**src/rtl/call_request_latch.sv**
```systemverilog
// Pending-request store for a 3-floor elevator: latches hall/car button presses until served.
// Optional input debounce (two consecutive high samples) is enabled by defining REQ_DEBOUNCE_EN.
module call_request_latch (
  input  logic       clk,
  input  logic       reset,
  input  logic [2:0] raw_up,
  input  logic [2:0] raw_down,
  input  logic [2:0] raw_in,
  input  logic [1:0] floor_cur,
  input  logic [1:0] pos_cur,
  input  logic       open_cur,
  input  logic [1:0] dir_cur,
  output logic [2:0] req_up,
  output logic [2:0] req_down,
  output logic [2:0] req_in,
  output logic       req_any,
  output logic       req_above,
  output logic       req_below,
  output logic [2:0] req_count
);

  logic [2:0] req_up_q, req_up_d;
  logic [2:0] req_down_q, req_down_d;
  logic [2:0] req_in_q, req_in_d;
  logic [2:0] press_up, press_down, press_in;
  logic       svc;
  logic [2:0] floor_oh;
  logic [2:0] clr_up, clr_down, clr_in;
  logic [2:0] floor_any, above_mask, below_mask;

`ifdef REQ_DEBOUNCE_EN
  logic [2:0] samp_up_q, samp_up_d;
  logic [2:0] samp_down_q, samp_down_d;
  logic [2:0] samp_in_q, samp_in_d;

  always_comb begin
    samp_up_d   = raw_up;
    samp_down_d = raw_down;
    samp_in_d   = raw_in;
    // A press qualifies only when seen high on this edge and the previous one.
    press_up    = raw_up & samp_up_q;
    press_down  = raw_down & samp_down_q;
    press_in    = raw_in & samp_in_q;
  end

  always_ff @(posedge clk) begin
    if (reset) begin
      samp_up_q   <= 3'b000;
      samp_down_q <= 3'b000;
      samp_in_q   <= 3'b000;
    end else begin
      samp_up_q   <= samp_up_d;
      samp_down_q <= samp_down_d;
      samp_in_q   <= samp_in_d;
    end
  end
`else
  always_comb begin
    press_up   = raw_up;
    press_down = raw_down;
    press_in   = raw_in;
  end
`endif

  always_comb begin
    svc = (pos_cur == 2'b00) && open_cur && (floor_cur != 2'd3);
    floor_oh = 3'b000;
    if (svc) begin
      case (floor_cur)
        2'd0:    floor_oh = 3'b001;
        2'd1:    floor_oh = 3'b010;
        2'd2:    floor_oh = 3'b100;
        default: floor_oh = 3'b000;
      endcase
    end
    // Hall calls against the travel direction stay pending; idle or invalid direction clears both.
    clr_in   = floor_oh;
    clr_up   = (dir_cur != 2'b10) ? floor_oh : 3'b000;
    clr_down = (dir_cur != 2'b01) ? floor_oh : 3'b000;

    req_up_d   = (req_up_q | press_up) & ~clr_up & 3'b011;
    req_down_d = (req_down_q | press_down) & ~clr_down & 3'b110;
    req_in_d   = (req_in_q | press_in) & ~clr_in;
  end

  always_ff @(posedge clk) begin
    if (reset) begin
      req_up_q   <= 3'b000;
      req_down_q <= 3'b000;
      req_in_q   <= 3'b000;
    end else begin
      req_up_q   <= req_up_d;
      req_down_q <= req_down_d;
      req_in_q   <= req_in_d;
    end
  end

  always_comb begin
    floor_any = req_up_q | req_down_q | req_in_q;
    case (floor_cur)
      2'd0:    begin above_mask = 3'b110; below_mask = 3'b000; end
      2'd1:    begin above_mask = 3'b100; below_mask = 3'b001; end
      2'd2:    begin above_mask = 3'b000; below_mask = 3'b011; end
      default: begin above_mask = 3'b000; below_mask = 3'b000; end
    endcase
  end

  assign req_up    = req_up_q;
  assign req_down  = req_down_q;
  assign req_in    = req_in_q;
  assign req_any   = |floor_any;
  assign req_above = |(floor_any & above_mask);
  assign req_below = |(floor_any & below_mask);
  assign req_count = {2'b00, req_up_q[0]} + {2'b00, req_up_q[1]} +
                     {2'b00, req_down_q[1]} + {2'b00, req_down_q[2]} +
                     {2'b00, req_in_q[0]} + {2'b00, req_in_q[1]} + {2'b00, req_in_q[2]};

endmodule

```
**config.mk**
```make
export PLATFORM = sky130hd
export DESIGN_NAME = call_request_latch
export DESIGN_NICKNAME = d
export VERILOG_FILES = /design/src/rtl/call_request_latch.sv
export SDC_FILE = /design/constraint.sdc
export NUM_CORES = 1
export LEC_CHECK = 0
export CAP_MARGIN = 20
export CORE_MARGIN = 3
export CORE_UTILIZATION = 37
export CTS_CLUSTER_SIZE = 24
export DETAILED_ROUTE_END_ITERATION = 7
export GPL_TIMING_DRIVEN = 0
export PLACE_DENSITY = 0.85
export SLEW_MARGIN = 20
export SYNTH_ARGS = -nofsm -noshare
export SYNTH_HDL_FRONTEND = slang
export SYNTH_SLANG_ARGS = --single-unit
```
**constraint.sdc**
```tcl
create_clock -name clk -period 4.8 [get_ports clk]
set_input_delay 0.72 -clock clk [delete_from_list [all_inputs] [get_ports clk]]
set_output_delay 0.72 -clock clk [all_outputs]
set_load 0.05 [all_outputs]
```
==> results of run 1 <==
[registers in the layout (all words and copies together) (netlist names)]
signal and cells:
req_in 3, req_down 2, req_up 2
[placed cells by master (no fill, tap or decap)]
cell type        synthesis  layout
nand2b_1                 2       2
buf_4                    2       2
o21ai_0                  3       3
nand2_1                  1       1
nor4_1                   1       1
inv_1                   12      12
clkbuf_4                 0       3
clkbuf_1                 0       1
conb_1                   1       2
nor4b_4                  1       1
o22ai_1                  1       1
fa_1                     4       4
a211oi_1                 3       3
nor3_1                   1       1
dfxtp_1                  7       7
clkdlybuf4s50_1          0      28
a311oi_1                 4       4
ha_1                     6       6
nor2_1                   7       7
[final cells by class]
type / count / area, sq um
fillers: 101 / 357.8
multi-input cells: 36 / 319.1
repair buffers: 28 / 280.3
flip-flops and latches: 7 / 140.1
inverters: 12 / 45.04
clock buffers: 4 / 26.28
well taps: 14 / 17.52
plain buffers: 2 / 15.01
[cells in the mapped netlist, drive strengths merged]
library cell  instances  area (sq um)
nor2                  7         26.28
o21ai                 3         15.01
nor4                  1         6.260
nor4b                 1         23.77
ha                    6         75.07
conb                  1         3.750
a211oi                3         22.52
buf                   2         15.01
nor3                  1         5.000
fa                    4         80.08
inv                  12         45.04
a311oi                4         35.03
o22ai                 1         6.260
nand2                 1         3.750
dfxtp                 7         140.1
nand2b                2         12.51
[through the flow]
step | power, mW | instances | cell area, sq um | utilization, % | setup WS [ns]
after floorplan | 0.1693 | 57 | 519.2 | - | 1.103
after global placement | 0.2126 | 99 | 817.0 | 68.02 | 0.9424
after detailed placement | 0.2171 | 99 | 817.0 | 68.02 | 0.8811
after CTS | 0.2712 | 103 | 843.3 | 70.21 | 0.6066
after global routing | 0.2862 | 103 | 843.3 | 70.21 | 0.4759
final | 0.2694 | 103 | 843.3 | 70.21 | 0.6265
[report_power, final]
part | internal (mW) | switching, mW | total, mW
logic | 0.0537 | 0.0923 | 0.146
clock network | 0.0318 | 0.0232 | 0.0550
registers | 0.0626 | 0.00573 | 0.0683
[routing by layer]
layer  GRT usage [%]  part of all wire [%]  vias to the layer above
met2           30.97                    55                       24
met5               0                     0                        -
met3           4.237                   6.3                        2
met1           17.26                    37                      238
met4           5.422                  0.87                        0
li1                -                     -                      250
[critical path: stages (launching register included)]
cell and delay, ns:
dfxtp_1 0.42, inv_1 0.09, fa_1 0.49, fa_1 0.49
inv_1 0.05, fa_1 0.38, fa_1 0.50, clkdlybuf4s50_1 0.80
[kinds of logic after synthesis]
| group | synth area share (%) |
|---|---|
| AOI/OAI and AO/OA | 15.29 |
| DFF | 27.18 |
| other | 0.7275 |
| adders and majority gates | 30.10 |
| and+or+nand+nor | 15.05 |
| buffers and inverters | 11.65 |
[worst paths after layout]
path	to	depth (start not counted)	slack (ns)
worst max-delay path	req_count[1]	7	0.63
worst min-delay path	req_in[1]	2	0.52
worst max register to register	req_up[0]	2	3.97
worst min register to register	req_in[1]	2	0.52
==> metrics.cfg, run 1 <==
[status]
outcome = complete, no violations

[setup_path]
worstPathMaxFanout = 5
reg2reg_from = req_up[0]
required_ns = 4.08
worst-setup-path-type = reg2out
worstSetupStartpoint = req_up[0]
cp-end-kind = output pin
startpoint_type = flop
crit_arrival_ns = 3.45

[timing]
rsz0062_at_grt = false
hold_viol = 0
tightest_slew_ns = 0.5126
fin_crit_ns = 4.173
relSlewSlack_pct = 65.72
hold_ws_ns = 0.5193
fin_crit_sh_pct = 86.95
fmax_mhz = 239.6
drv_slew = 0
setup_viol = 0
tns_ns = 0
clock_skew_ns = 0

[routing]
routed_via_density = 4.990
drt_iter0_markers = 8
dr_total_vias = 514
ant_nets = 0
drt_wl_total_mm = 1.386
drc = 0
first_pass_iters = 4
wl_per_cell_microns = 13.46

[synthesis]
yosys_warnings = 0
synth_cells = 56
ys_seq_elements = 7
syn_avg_cell_area_sq_um = 9.205
ys_seq_area_share_pct = 27.18
netlist_area_sq_um = 515.5
ys_types = 16

[clocking]
cts.sinks = 7
clockBufferDepth = 2
clk_latency_ns = 0.25
postCtsHoldBufs = 0
cts_setup_buffers = 0
cts_resized = 0
h-tree-depth = 1
clk_pin_slew_ns = 0.06
cts_tree = built
clock_tree.root_cell = clkbuf_4
numCtsBuffers = 3

[power]
peakVddDrop_mv = 0.2233
total_leakage_power_nw = 0.3713
powerDensity_nw_per_um2 = 319.4

[floorplan]
ios = 33
placeableCoreArea_sq_um = 1201
start_util_pct = 42.92
die-area_sq_um = 1877
dieHeight_microns = 43.33
std_cell_rows = 12
die_w_microns = 43.33

[finish]
layout-drive-gt1-share_pct = 6.742
antennaDiodeCount = 0
area_delta_synth_final_pct = 63.59
nets = 118

[grt]
antenna_found_initial = 0
grt_max_degree = 8
grt_pass1_vias = 555
grt_usage_pct = 16.41
grt_overflow = 0
grt_pass1_wl_mm = 2.304

[place]
place_hpwl_mm = 1.168
port_buffers = 28
place_congestion = 0.7474

[worst_hold_path]
worstHoldStart = req_in[1]
holdCritPathClass = reg2reg

[job]
drv_cap = 0

No activity file was read; power rests on OpenSTA's default activity.
==> inputs of run 2 (changes only) <==
CELL_PAD_IN_SITES_DETAIL_PLACEMENT = 1   (was not set)
CELL_PAD_IN_SITES_GLOBAL_PLACEMENT = 1   (was not set)
CORE_ASPECT_RATIO = 1.5   (was not set)
CORE_UTILIZATION = 26   (was 37)
==> run 2 against run 1 <==
  * First-iteration DRC count is 50% lower
  * Clock skew stayed put
  * Final cell count is 6.8% higher
  * Non-clock buffer count stayed put
  * Die area is 37% higher
  * Worst hold slack better by 0.0060 ns
  * Wire length is 1.2% lower
  * Largest cell class unchanged
==> metrics.cfg, run 2 (synthesis gave the netlist of run 1 again) <==
[job]
drv_cap = 0  ; unchanged

[routing]
drt_iter0_markers = 4  ; -4
drt_wl_total_mm = 1.369  ; -1.2%
first_pass_iters = 2  ; -2
routed_via_density = 4.536  ; -9.1%
wl_per_cell_microns = 12.45  ; -7.5%
dr_total_vias = 499  ; -2.9%
drc = 0  ; unchanged
ant_nets = 0  ; unchanged

[clocking]
cts_tree = built
clk_latency_ns = 0.25  ; about the same
cts_setup_buffers = 0  ; unchanged
clk_pin_slew_ns = 0.05  ; about the same
postCtsHoldBufs = 0  ; unchanged
clock_tree.root_cell = clkbuf_4
h-tree-depth = 1  ; unchanged
numCtsBuffers = 3  ; unchanged
cts_resized = 0  ; unchanged
cts.sinks = 7  ; unchanged
clockBufferDepth = 2  ; unchanged

[floorplan]
std_cell_rows = 19  ; +7
ios = 33  ; unchanged
die-area_sq_um = 2564  ; +37%
die_w_microns = 42.36  ; -2.2%
start_util_pct = 27.80  ; -15 points
placeableCoreArea_sq_um = 1854  ; +54%
dieHeight_microns = 60.54  ; +40%

[status]
outcome = complete, no violations

[power]
internal-power_uw = 148.4  ; +0.20%
peakVddDrop_mv = 0.1180  ; -47%
switching_share_pct = 44.64  ; -0.37 points
pwr-share-clk_pct = 19.8  ; -0.6 points
total_leakage_power_nw = 0.3713  ; unchanged
sequentialPowerShare_pct = 25.4  ; about the same
p_switching_uw = 119.7  ; -1.3%
powerDensity_nw_per_um2 = 314.7  ; -1.5%
power_frac_comb_pct = 54.8  ; +0.6 points
design_power_total_uw = 268.1  ; -0.47%

[finish]
final_common_cell = clkdlybuf4s50_1
largest_register_ffs = 3  ; unchanged
fill_cells = 238  ; +140%
antennaDiodeCount = 0  ; unchanged
area_delta_synth_final_pct = 65.29
layout-drive-gt1-share_pct = 6.742  ; unchanged
nets = 118  ; unchanged
design_area_sq_um = 852.1  ; +1.0%
seqCellArea_sq_um = 140.1  ; unchanged
multi_input_area_sq_um = 319.1  ; unchanged
final_cell_mix = clkdlybuf4s50_1, inv_1, nor2_1, dfxtp_1, ha_1

[timing]
rsz0062_at_grt = false
relSlewSlack_pct = 66.37  ; +0.65 points
tightest_slew_ns = 0.5029  ; -0.009681 ns
hold_viol = 0  ; unchanged
drv_slew = 0  ; unchanged
fmax_mhz = 241.9  ; +0.97%
fin_crit_sh_pct = 86.11  ; -0.84 points
setup_viol = 0  ; unchanged
setup_ws_ns = 0.6668  ; +0.04030 ns
clock_skew_ns = 0  ; unchanged
tns_ns = 0  ; unchanged
hold_ws_ns = 0.5253  ; +0.006034 ns
fin_crit_ns = 4.133  ; -0.04030 ns

[setup_path]
critPathSlowestCell = clkdlybuf4s50_1
worst-setup-path-type = reg2out
worstPathMaxFanout = 5  ; unchanged
max_stage_delay_ns = 0.80  ; about the same
startpoint_type = flop
required_ns = 4.08  ; about the same
crit_top_cell = fa_1
cp-end-kind = output pin
cp_num_buf_inv = 3  ; unchanged
crit_arrival_ns = 3.41  ; -0.04 ns
crit_family = adder cells
crit_chain = inv_1 > fa_1 > fa_1 > inv_1 > fa_1 > fa_1 > clkdlybuf4s50_1

[place]
place_congestion = 0.7471  ; about the same
place_hpwl_mm = 1.235  ; +5.7%
post-place-ws_ns = 0.9128  ; +0.03166 ns
placed_cell_area_sq_um = 825.8  ; +1.1%
port_buffers = 28  ; unchanged

[grt]
grt_usage_pct = 12.75  ; -3.7 points
antenna_found_initial = 0  ; unchanged
grt_pass1_wl_mm = 2.311  ; +0.30%
grt_pass1_vias = 533  ; -4.0%
grt_max_degree = 8  ; unchanged
grt_overflow = 0  ; unchanged

[worst_hold_path]
holdCritPathClass = reg2reg

[run 2: cell counts in the layout (fill, tap and decap cells not counted)]
Identical to the previous run, type by type.
[run 2: layout make-up]
class,count,area share [%]
Multi-Input combinational cell,36,37.44
Timing Repair Buffer,28,32.89
Sequential cell,7,16.45
Inverter,12,5.286
Clock buffer,4,3.084
Tap cell,21,3.084
Buffer,2,1.762
[run 2: power groups by stage]
stage	Combinational (mW)	Sequential, mW	Clock (mW)
detailed placement	0.149	0.0696	0
CTS	0.149	0.0683	0.0548
global placement	0.143	0.0692	0
global route	0.157	0.0690	0.0593
floorplan	0.0856	0.0836	0
finish	0.147	0.0681	0.0531
[run 2: worst register-to-register path: cells and delay by family (launching register included)]
family / cells / cell delay (ns)
AO/OA/AOI/OAI: 1 / 0.26
AND/OR/NAND/NOR: 1 / 0.08
flip-flops: 1 / 0.40
[run 2: per-stage QoR]
stage,instances,util (%)
finish,110,45.95
global route,110,45.95
CTS,110,45.95
detailed placement,106,44.53
global placement,106,44.53
floorplan,57,-
[run 2: path summary, 6_finish.rpt]
check,slack [ns],from,depth (start not counted),end
min reg2reg,0.53,req_up[1],2,req_up[1]
max reg2reg,3.97,req_down[1],2,req_down[1]
max,0.67,req_up[0],7,req_count[1]
min,0.53,req_up[1],2,req_up[1]
[run 2: layer usage]
layer	track usage [%]	vias to the layer above	wire length, microns
met5	0	-	0
met1	10.49	226	432
met2	25.49	22	801
met3	2.374	4	88
li1	-	247	-
met4	10.67	0	46
==> inputs of run 3 (changes only) <==
CAP_MARGIN = 5   (was 20)
GPL_TIMING_DRIVEN = not set   (was 0)
==> run 3 against run 2 <==
  * Combinational power about the same
  * Setup slack got worse by 0.033 ns
  * Via count rose by 1.6%
  * Non-clock buffer count decreased by 2
  * Wire length is 1.2% higher
  * Core utilization fell by 0.81 points
  * Critical endpoint unchanged
  * Largest cell class unchanged
  * Largest power group unchanged
==> metrics.cfg, run 3 (synthesis gave the netlist of run 1 again) <==
[timing]
fmax_mhz = 240.0  ; -0.79%
fin_crit_sh_pct = 86.79  ; +0.68 points
relSlewSlack_pct = 66.45  ; +0.080 points
drv_slew = 0  ; unchanged
setup_viol = 0  ; unchanged
rsz0062_at_grt = false
tightest_slew_ns = 0.5017  ; -0.001202 ns
fin_crit_ns = 4.166  ; +0.03282 ns
tns_ns = 0  ; unchanged
clock_skew_ns = 0  ; unchanged
hold_viol = 0  ; unchanged

[power]
total_leakage_power_nw = 0.3604  ; -2.9%
peakVddDrop_mv = 0.1077  ; -8.7%
powerDensity_nw_per_um2 = 319.7  ; +1.6%

[setup_path]
cp-end-kind = output pin
worstPathMaxFanout = 5  ; unchanged
worstSetupStartpoint = req_up[0]
max_stage_delay_ns = 0.80  ; about the same
worst-setup-path-type = reg2out
crit_arrival_ns = 3.45  ; +0.04 ns
startpoint_type = flop
reg2reg_from = req_in[0]
critPathSlowestCell = clkdlybuf4s50_1
crit_chain = inv_1 > fa_1 > fa_1 > inv_1 > fa_1 > fa_1 > clkdlybuf4s50_1
timing.reg2reg.setup_slack_ns = 3.98  ; about the same
required_ns = 4.08  ; about the same
crit_top_cell = fa_1

[clocking]
postCtsHoldBufs = 0  ; unchanged
clock_tree.root_cell = clkbuf_4
h-tree-depth = 1  ; unchanged
cts.sinks = 7  ; unchanged
cts_setup_buffers = 0  ; unchanged
clk_latency_ns = 0.25  ; about the same
clk_pin_slew_ns = 0.05  ; about the same
cts_resized = 0  ; unchanged
numCtsBuffers = 3  ; unchanged
cts_tree = built
clockBufferDepth = 2  ; unchanged

[floorplan]
placeableCoreArea_sq_um = 1854  ; unchanged
die-area_sq_um = 2564  ; unchanged
die_w_microns = 42.36  ; unchanged
start_util_pct = 27.80  ; unchanged
ios = 33  ; unchanged
dieHeight_microns = 60.54  ; unchanged
std_cell_rows = 19  ; unchanged

[place]
port_buffers = 28  ; unchanged
place_hpwl_mm = 1.240  ; +0.36%
place_congestion = 0.7477  ; about the same
place_inst = 104  ; -1.9%

[finish]
nets = 116  ; -1.7%
final_cells = 108  ; -1.8%
layout-drive-gt1-share_pct = 4.598  ; -2.1 points
largest_register_ffs = 3  ; unchanged
final_cell_mix = clkdlybuf4s50_1, inv_1, nor2_1, dfxtp_1, ha_1
antennaDiodeCount = 0  ; unchanged
final_common_cell = clkdlybuf4s50_1
area_delta_synth_final_pct = 62.38

[grt]
antenna_found_initial = 0  ; unchanged
grt_overflow = 0  ; unchanged
grt_pass1_wl_mm = 2.263  ; -2.1%
grt_busiest_layer = met2
gr-usage-met3_pct = 1.780  ; -0.59 points
grt_max_degree = 8  ; unchanged
met1_usage_pct = 9.550  ; -0.94 points
grt_pass1_vias = 541  ; +1.5%
grt_usage_pct = 12.18  ; -0.57 points
grt_use_met2_pct = 26.36  ; +0.87 points

[worst_hold_path]
holdCritPathClass = reg2reg
worstHoldStart = req_up[1]

[routing]
drt_iter0_markers = 5  ; +1
drc = 0  ; unchanged
dr_total_vias = 507  ; +1.6%
wl_per_cell_microns = 12.83  ; +3.1%
ant_nets = 0  ; unchanged
first_pass_iters = 3  ; +1
routed_via_density = 4.694  ; +3.5%
drt_wl_total_mm = 1.386  ; +1.2%

[job]
drv_cap = 0  ; unchanged

[status]
outcome = complete, no violations

==> run 3: area by class of cell <==
class / count / area (sq um)
clock buffers: 4 / 26.28
repair buffers: 28 / 280.3
multi-input cells: 36 / 319.1
flip-flops and latches: 7 / 140.1
fillers: 235 / 1017
well taps: 21 / 26.28
inverters: 12 / 45.04
==> run 3: routing by layer <==
metal  wire length, microns  part of all wire (%)  vias to the layer above
li1                       -                     -                      243
met1                    456                    33                      238
met2                    808                    58                       22
met3                     79                   5.7                        4
met4                     41                   3.0                        0
met5                      0                     0                        -
==> run 3: worst paths after layout <==
check	end	cells after the start
setup / recovery	req_count[1]	7
hold reg to reg	req_up[1]	2
hold / removal	req_up[1]	2
setup reg to reg	req_in[0]	2
==> run 3: stage by stage <==
step                util [%]  hold slack (ns)  total power, mW  setup slack, ns  cell area, sq um
global placement       43.72           0.5274           0.2113           0.9829             810.8
detailed placement     43.72           0.5075           0.2184           0.8719             810.8
CTS                    45.14           0.5147           0.2715           0.6142             837.1
floorplan                  -           0.7150           0.1693            1.103             519.2
global route           45.14           0.5481           0.2814           0.5159             837.1
finish                 45.14           0.5104           0.2676           0.6340             837.1
==> run 3: report_power, final <==
group | internal [mW] | switching (mW) | total [mW] | leakage [nW]
clock | 0.0317 | 0.0209 | 0.0526 | 0.0150
combinational | 0.0535 | 0.0932 | 0.147 | 0.287
sequential | 0.0627 | 0.00563 | 0.0683 | 0.0587
total | 0.148 | 0.120 | 0.268 | 0.360
==> run 3: critical path, delay by kind of cell (launching register included) <==
kind / cells / cell delay (ns)
flops: 1 / 0.39
fa+ha+maj: 4 / 1.89
buf+inv: 3 / 0.93
